<file path="config.mk">
export PLATFORM = sky130hd
export DESIGN_NAME = bcd_stopwatch
export DESIGN_NICKNAME = d
export VERILOG_FILES = /design/src/rtl/bcd_stopwatch_pkg.sv /design/src/rtl/bcd_hhmm_counter.sv /design/src/rtl/bcd_stopwatch.sv
export SDC_FILE = /design/constraint.sdc
export NUM_CORES = 1
export LEC_CHECK = 0
export BUFFER_PORTS_ARGS = -buffer_cell sky130_fd_sc_hd__buf_2
export CORE_ASPECT_RATIO = 2
export CORE_MARGIN = 4
export CORE_UTILIZATION = 45
export DETAILED_ROUTE_END_ITERATION = 8
export PLACE_DENSITY = 0.72
export SYNTH_ARGS = -nofsm -noshare
export SYNTH_HDL_FRONTEND = slang
export SYNTH_HIERARCHICAL = 1
export SYNTH_SLANG_ARGS = --single-unit
</file>
<file path="constraint.sdc">
create_clock -name clk -period 6.2 [get_ports clk]
set_clock_uncertainty 0.05 [all_clocks]
set_input_delay 1.86 -clock clk [delete_from_list [all_inputs] [get_ports clk]]
set_output_delay 1.86 -clock clk [all_outputs]
set_load 0.02 [all_outputs]
</file>
<file path="src/rtl/bcd_stopwatch_pkg.sv">
// Shared types and constants for the HH:MM BCD stopwatch: FSM state encoding,
// BCD digit limits and the preset legality check.
package bcd_stopwatch_pkg;

  typedef enum logic [2:0] {
    ST_IDLE  = 3'd0,
    ST_RUN   = 3'd1,
    ST_PAUSE = 3'd2
  } state_e;

  localparam logic [3:0] DIGIT_MAX          = 4'd9;
  localparam logic [3:0] MIN_TENS_MAX       = 4'd5;
  localparam logic [3:0] HR_TENS_MAX        = 4'd2;
  localparam logic [3:0] HR_UNITS_MAX_AT_20 = 4'd3;

  typedef struct packed {
    logic [3:0] ms_hr;
    logic [3:0] ls_hr;
    logic [3:0] ms_min;
    logic [3:0] ls_min;
  } hhmm_t;

  // True when t is a reachable count value, 00:00 .. 23:59.
  function automatic logic hhmm_legal(hhmm_t t);
    return (t.ms_hr  <= HR_TENS_MAX)  &&
           (t.ls_hr  <= DIGIT_MAX)    &&
           (t.ms_min <= MIN_TENS_MAX) &&
           (t.ls_min <= DIGIT_MAX)    &&
           !((t.ms_hr == HR_TENS_MAX) && (t.ls_hr > HR_UNITS_MAX_AT_20));
  endfunction

endpackage

</file>
<file path="src/rtl/bcd_hhmm_counter.sv">
// Four-digit BCD HH:MM counter with clear > load > increment priority.
// Wraps 23:59 -> 00:00; load values are assumed already checked for legality.
module bcd_hhmm_counter
  import bcd_stopwatch_pkg::*;
(
  input  logic  clk,
  input  logic  rst_n,
  input  logic  clr_i,
  input  logic  load_i,
  input  logic  inc_i,
  input  hhmm_t load_val_i,
  output hhmm_t cnt_o
);

  hhmm_t cnt_q, cnt_d, inc_val;

  // NOTE: every variable written in an always_comb gets a default first, so no
  // path leaves it unassigned and no latch is inferred.
  always_comb begin
    inc_val = cnt_q;
    if (cnt_q.ls_min != DIGIT_MAX) begin
      inc_val.ls_min = cnt_q.ls_min + 4'd1;
    end else begin
      inc_val.ls_min = '0;
      if (cnt_q.ms_min != MIN_TENS_MAX) begin
        inc_val.ms_min = cnt_q.ms_min + 4'd1;
      end else begin
        inc_val.ms_min = '0;
        if ((cnt_q.ms_hr == HR_TENS_MAX) && (cnt_q.ls_hr == HR_UNITS_MAX_AT_20)) begin
          inc_val.ms_hr = '0;
          inc_val.ls_hr = '0;
        end else if (cnt_q.ls_hr != DIGIT_MAX) begin
          inc_val.ls_hr = cnt_q.ls_hr + 4'd1;
        end else begin
          inc_val.ls_hr = '0;
          inc_val.ms_hr = cnt_q.ms_hr + 4'd1;
        end
      end
    end
  end

  always_comb begin
    cnt_d = cnt_q;
    if (clr_i)       cnt_d = '0;
    else if (load_i) cnt_d = load_val_i;
    else if (inc_i)  cnt_d = inc_val;
  end

  // NOTE: sequential state is updated with non-blocking assignments only, so all
  // flops see pre-edge values regardless of process evaluation order.
  always_ff @(posedge clk or negedge rst_n) begin
    if (!rst_n) cnt_q <= '0;
    else        cnt_q <= cnt_d;
  end

  assign cnt_o = cnt_q;

endmodule

</file>
<file path="src/rtl/bcd_stopwatch.sv">
// HH:MM BCD stopwatch: IDLE/RUN/PAUSE control FSM, run-only tick prescaler and
// lap capture register around a bcd_hhmm_counter. All outputs are flop outputs.
module bcd_stopwatch
  import bcd_stopwatch_pkg::*;
#(
  parameter int TICK_DIV = 1
) (
  input  logic       clk,
  input  logic       rst_n,
  input  logic       start,
  input  logic       stop,
  input  logic       lap,
  input  logic       clr,
  input  logic       load,
  input  logic [3:0] load_ms_hr,
  input  logic [3:0] load_ls_hr,
  input  logic [3:0] load_ms_min,
  input  logic [3:0] load_ls_min,
  output logic [2:0] FSM_state,
  output logic [3:0] cnt_ms_hr,
  output logic [3:0] cnt_ls_hr,
  output logic [3:0] cnt_ms_min,
  output logic [3:0] cnt_ls_min,
  output logic [3:0] lap_ms_hr,
  output logic [3:0] lap_ls_hr,
  output logic [3:0] lap_ms_min,
  output logic [3:0] lap_ls_min
);

  localparam int              PW         = (TICK_DIV > 1) ? $clog2(TICK_DIV) : 1;
  localparam logic [PW-1:0]   PRESC_LAST = PW'(TICK_DIV - 1);

  state_e        state_q, state_d;
  logic [PW-1:0] presc_q, presc_d;
  hhmm_t         lap_q, lap_d;
  hhmm_t         cnt, load_val;
  logic          load_ok, cnt_clr, cnt_load, cnt_inc;

  assign load_val = {load_ms_hr, load_ls_hr, load_ms_min, load_ls_min};
  // A rejected load (in RUN or illegal preset) falls through to the lower-priority inputs.
  assign load_ok  = load && (state_q != ST_RUN) && hhmm_legal(load_val);

  always_comb begin
    state_d  = state_q;
    presc_d  = '0;
    lap_d    = lap_q;
    cnt_clr  = 1'b0;
    cnt_load = 1'b0;
    cnt_inc  = 1'b0;
    if (clr) begin
      state_d = ST_IDLE;
      lap_d   = '0;
      cnt_clr = 1'b1;
    end else if (load_ok) begin
      cnt_load = 1'b1;
    end else begin
      unique case (state_q)
        ST_RUN: begin
          if (stop) begin
            state_d = ST_PAUSE;
          end else begin
            if (lap) lap_d = cnt;
            if (presc_q == PRESC_LAST) cnt_inc = 1'b1;
            else                       presc_d = presc_q + PW'(1);
          end
        end
        ST_IDLE, ST_PAUSE: begin
          if (start) state_d = ST_RUN;
        end
        default: state_d = ST_IDLE;
      endcase
    end
  end

  // NOTE: only control and datapath flops are reset here; there are no memories,
  // so every register gets a defined value on rst_n.
  always_ff @(posedge clk or negedge rst_n) begin
    if (!rst_n) begin
      state_q <= ST_IDLE;
      presc_q <= '0;
      lap_q   <= '0;
    end else begin
      state_q <= state_d;
      presc_q <= presc_d;
      lap_q   <= lap_d;
    end
  end

  bcd_hhmm_counter u_counter (
    .clk        (clk),
    .rst_n      (rst_n),
    .clr_i      (cnt_clr),
    .load_i     (cnt_load),
    .inc_i      (cnt_inc),
    .load_val_i (load_val),
    .cnt_o      (cnt)
  );

  assign FSM_state  = state_q;
  assign cnt_ms_hr  = cnt.ms_hr;
  assign cnt_ls_hr  = cnt.ls_hr;
  assign cnt_ms_min = cnt.ms_min;
  assign cnt_ls_min = cnt.ls_min;
  assign lap_ms_hr  = lap_q.ms_hr;
  assign lap_ls_hr  = lap_q.ls_hr;
  assign lap_ms_min = lap_q.ms_min;
  assign lap_ls_min = lap_q.ls_min;

endmodule

</file>
# Word-level counts from Yosys, hierarchy flattened
# Cells that the tools add are included.
word_totals:
  regBits: 36
  in_bits: 23
  out_inout_bits: 35
  word_cells: 88
classes:
  n_addsub: 5
  magnitude_cmp: 5
  n_eq_ne: 16
  muxes: 33
  n_reduce_logical: 19
ops:
  columns: ["op", "count"]
  rows:
  - ["$mux 16", 8]
  - ["$add 4x1->4 const B", 4]
  - ["$mux 4", 4]
  - ["$mux 8", 2]
  - ["$mux 1", 13]
  - ["$eq 4x2->1 const B", 3]
  - ["$mux 12", 1]
  - ["$mux 3", 4]
  - ["$ne 3x3->1 const B", 4]
  - ["$le 4x4->1 const B", 2]
  - ["$logic_and 1x1->1", 8]
  - ["$ne 4x3->1 const B", 2]
  - ["$ne 4x4->1 const B", 2]
  - ["$reduce_and 4->1", 2]
  - ["$pmux 3 s2", 1]
  - ["$reduce_and 3->1", 2]
  - ["$gt 4x2->1 const B", 1]
  - ["$le 4x2->1 const B", 1]
  - ["$le 4x3->1 const B", 1]
  - ["$reduce_bool 2->1", 2]
  - ["$eq 3x1->1 const B", 1]
  - ["$eq 3x2->1 const B", 1]
  - ["$logic_not 3->1", 1]
  - ["$ne 3x1->1 const B", 1]
  - ["7 further kinds", 7]

# Depth between registers and ports, before layout
logic_depth:
  ltp_word: 11
  mapped_depth: 9
  depth_no_buf: 7

# By module
# Netlist, hierarchy kept.
modules_own_cells:
  columns: ["mod", "n_inst", "cells_each", "area_each_um2"]
  rows:
  - ["bcd_hhmm_counter", 1, 122, 1102.3]
  - ["bcd_stopwatch", 1, 79, 959.7]

# Least setup slack after synthesis
# OpenSTA, ideal clock, no wires.
synth_timing:
  path_kind: "input to register"
  from: "input port clr"
  to: "register u_counter.cnt_q (netlist bit u_counter/cnt_o[15])"
  setup_ps: 99
  t_arrival_ps: 3699
  required_time_ps: 6051
  slack_ps: 2352
  cell_stages: 9
  cell_sequence: "buf_2 -> nor2_1 -> nand3_1 -> nor3_1 -> buf_2 -> nor2_1 -> a211o_1 -> or4_1 -> a311oi_1"
synth_between:
  elab_chain_len: 3
  word_cells_on_any_way: 10
  classes_between: "eq/ne: 3; mux: 5; reduce/logical: 2"
synth_rtl:
  columns: ["item", "line", "text"]
  rows:
  - ["start, declared", "bcd_stopwatch.sv:13", "input logic clr,"]
  - ["$mux 1 *", "bcd_stopwatch.sv:50", "if (clr) begin"]
  - ["via cnt_load", "bcd_stopwatch.sv:37", "logic load_ok, cnt_clr, cnt_load, cnt_inc;"]
  - ["$ne 4x3->1 (no source line) (tied with other cells)", null, null]
  - ["$reduce_and 4->1 (no source line) / $mux 16 (equally long branches)", null, null]
  - ["end signal, assigned", "bcd_hhmm_counter.sv:53", "else cnt_q <= cnt_d;"]
  - ["end, declared", "bcd_hhmm_counter.sv:15", "hhmm_t cnt_q, cnt_d, inc_val;"]
# Mark *: on every way through the listed nets, which the timed path passes. The rest lies on a longest branch.
# A chain may end at the register's enable or synchronous reset.

# Worst setup path after layout
# Ends and elaborated chain as after synthesis.

==> results.json <==
{
  "hold_violations": 0,
  "initialDrtViolationCount": 46,
  "async_reset_ff_share_pct": 100,
  "clock_path_buffers": 2,
  "synth_edf_count": 0,
  "ys_warn_count": 6,
  "die_area_sq_um": 5790,
  "crit_path_start": "clr",
  "ioPinCount": 58,
  "ff2ff_setup_slack_ns": 3.70,
  "numClockSinks": 34,
  "diodes": 0,
  "synthCells": 201,
  "worst_ep_required_time_ns": 6.33,
  "routed_wl_microns": 4920,
  "syn_to_final_growth_pct": 18.3,
  "synth_flop_cell": "dfrtp_1",
  "maxCapViolations": 0,
  "ant_nets": 0,
  "drc": 0,
  "layout-drive-gt1-share_pct": 34.1,
  "root_buffer": "clkbuf_8",
  "fin_crit_sh_pct": 64.9,
  "reg2reg_to": "u_counter/cnt_o[15]$_DFFE_PN0P_",
  "synth_top_area_share_pct": 41.3,
  "synth_top_area_cell": "dfrtp_1",
  "grt_max_degree": 39,
  "holdCritPathClass": "reg2reg",
  "dieHeight_microns": 104,
  "ys_ff_latch": 34,
  "grt_pass1_vias": 1786,
  "core_sq_um": 4380,
  "synth_top_cells_by_area": "dfrtp_1, mux2_4, nor2b_1",
  "num_rows": 34,
  "clk_pin_slew_ns": 0.07,
  "preCtsSetupSlack_ns": 1.94,
  "cts_buffers": 5,
  "power_w": 0.000476,
  "cp.arrival_ns": 4.15,
  "crit_path_max_fanout": 38,
  "dp_hpwl_microns": 3740,
  "max_slew_margin_pct": 50.2,
  "vias": 1724,
  "worst_slack_ns": 2.17,
  "powerDensity_nw_per_um2": 195,
  "routabilityCongestion": 0.862,
  "ctsResizeCount": 0,
  "slew_viol_final": 0,
  "end_kind": "flip-flop",
  "postSynthAreaPerCell_sq_um": 10.3,
  "start_util_pct": 47.1,
  "dr.pass1.iters": 4,
  "vdd_drop_max_uv": 160,
  "clock_latency_ns": 0.28,
  "worstSetupPathType": "in2reg",
  "antenna_found_initial": 0,
  "r2r_cells": 7,
  "viasPerCell": 5.58,
  "setup_viol": 0,
  "synthesis.area_sq_um": 2060,
  "worstMarginPinSlew_ns": 0.747,
  "cp-start-kind": "input port",
  "setup_tns_ns": 0,
  "synthDistinctLibCells": 56,
  "cts_setup_buffers": 0,
  "hold_start": "lap_ms_hr[0]$_DFFE_PN0P_",
  "fmax_mhz": 248,
  "fp.dieW_microns": 55.9,
  "grt_pass1_wl_microns": 8370,
  "port-buffer-count": 56,
  "synth_nets": 228,
  "min_period_ns": 4.03,
  "final_nets": 282,
  "yosysSeqAreaShare_pct": 41.3,
  "rsz0062_at_grt": "no",
  "cts_tree": "done",
  "outcome": "complete, no violations",
  "h-tree-depth": 2,
  "wl_per_cell_microns": 15.9,
  "endpoint": "u_counter/cnt_o[15]$_DFFE_PN0P_",
  "overflow": 0,
  "hold_buffers": 0,
  "rr_startpoint": "FSM_state[1]$_DFFE_PN0P_",
  "leakage_nw": 1.22,
  "grt_usage_pct": 17.9
}
placed cells by master (no fill, tap or decap), types with 5 or more instances in the layout:
master / instances
buf_2: 56
dfrtp_1: 34
nor2b_1: 18
nor2_1: 15
inv_1: 13
a21oi_1: 11
mux2_4: 10
nand3_1: 6
nand2_1: 6
mux2_2: 6
clkbuf_8: 5
critical path: stages:
cell	delay [ns]
buf_2	0.32
nor2_1	0.19
nand3_1	0.15
nor3_2	0.13
buf_4	0.26
nor2_1	0.08
a211o_1	0.40
or4_1	0.49
a311oi_1	0.26
cells in the mapped netlist, drive strengths merged (3+ instances only):
cell type,number
dfrtp,34
nor2b,18
mux2,16
nor2,16
inv,13
a21oi,12
clkbuf,6
nand2,6
nand3,6
nor3,5
a211oi,4
a221oi,4
buf,4
ha,4
o21ai,4
or3,4
nand3b,3
layout make-up:
type                    instances  area (sq um)
flip-flops and latches         34           851
fillers                       445          1940
repair buffers                 57           288
well taps                      54          67.6
clock buffers                   5          68.8
multi-input cells             143          1100
inverters                      14          52.6
clock inverters                 2          10.0
state kept, by name (all words and copies together), names as in the netlist:
register and flops:
u_counter/cnt_o 16, lap_ls_hr 4, lap_ls_min 4, lap_ms_hr 4, lap_ms_min 4, FSM_state 2
stage by stage:
stage	area [sq um]	hold slack (ns)	util, %	cells
2_1_floorplan	2060	0.585	-	201
3_3_place_gp	2360	0.436	53.9	302
5_1_grt	2440	0.468	55.7	309
3_5_place_dp	2360	0.443	53.9	302
6_report	2440	0.454	55.7	309
4_1_cts	2440	0.459	55.7	309
cell families (layout without fill, tap and decap cells):
group | after synthesis | count (layout) | share of synthesized area (%)
AND/OR/NAND/NOR | 72 | 72 | 21.7
adder cells (fa/ha/maj) | 4 | 4 | 2.43
multiplexers | 18 | 18 | 11.5
flip-flops | 34 | 34 | 41.3
AO/OA/AOI/OAI | 45 | 45 | 16.1
XOR/XNOR | 3 | 3 | 1.27
other | 1 | 1 | 0.182
buffers and inverters | 24 | 78 | 5.52
power breakdown:
part	switching [W]	internal, W	leakage [nW]	total (W)
clock network	0.0000747	0.0000753	0.0438	0.000150
logic	0.0000497	0.0000330	0.700	0.0000827
registers	0.0000140	0.000230	0.472	0.000244
metal layers:
metal | vias up | routed length, microns | GRT usage, %
met2 | 54 | 2650 | 32.6
met1 | 829 | 1960 | 20.5
met4 | 0 | 52 | 6.28
met3 | 4 | 258 | 3.24
li1 | 837 | - | -
met5 | - | 0 | 0
worst min-delay path by stage:
stage | endpoint | cells past startpoint
detailed placement | lap_ls_hr[1]$_DFFE_PN0P_ | 1
floorplan | lap_ls_hr[3]$_DFFE_PN0P_ | 1
CTS | lap_ms_hr[3]$_DFFE_PN0P_ | 1
global placement | lap_ms_hr[3]$_DFFE_PN0P_ | 1
finish | lap_ms_hr[0]$_DFFE_PN0P_ | 1
global route | lap_ms_hr[0]$_DFFE_PN0P_ | 1
No activity file was read; power rests on OpenSTA's default activity.
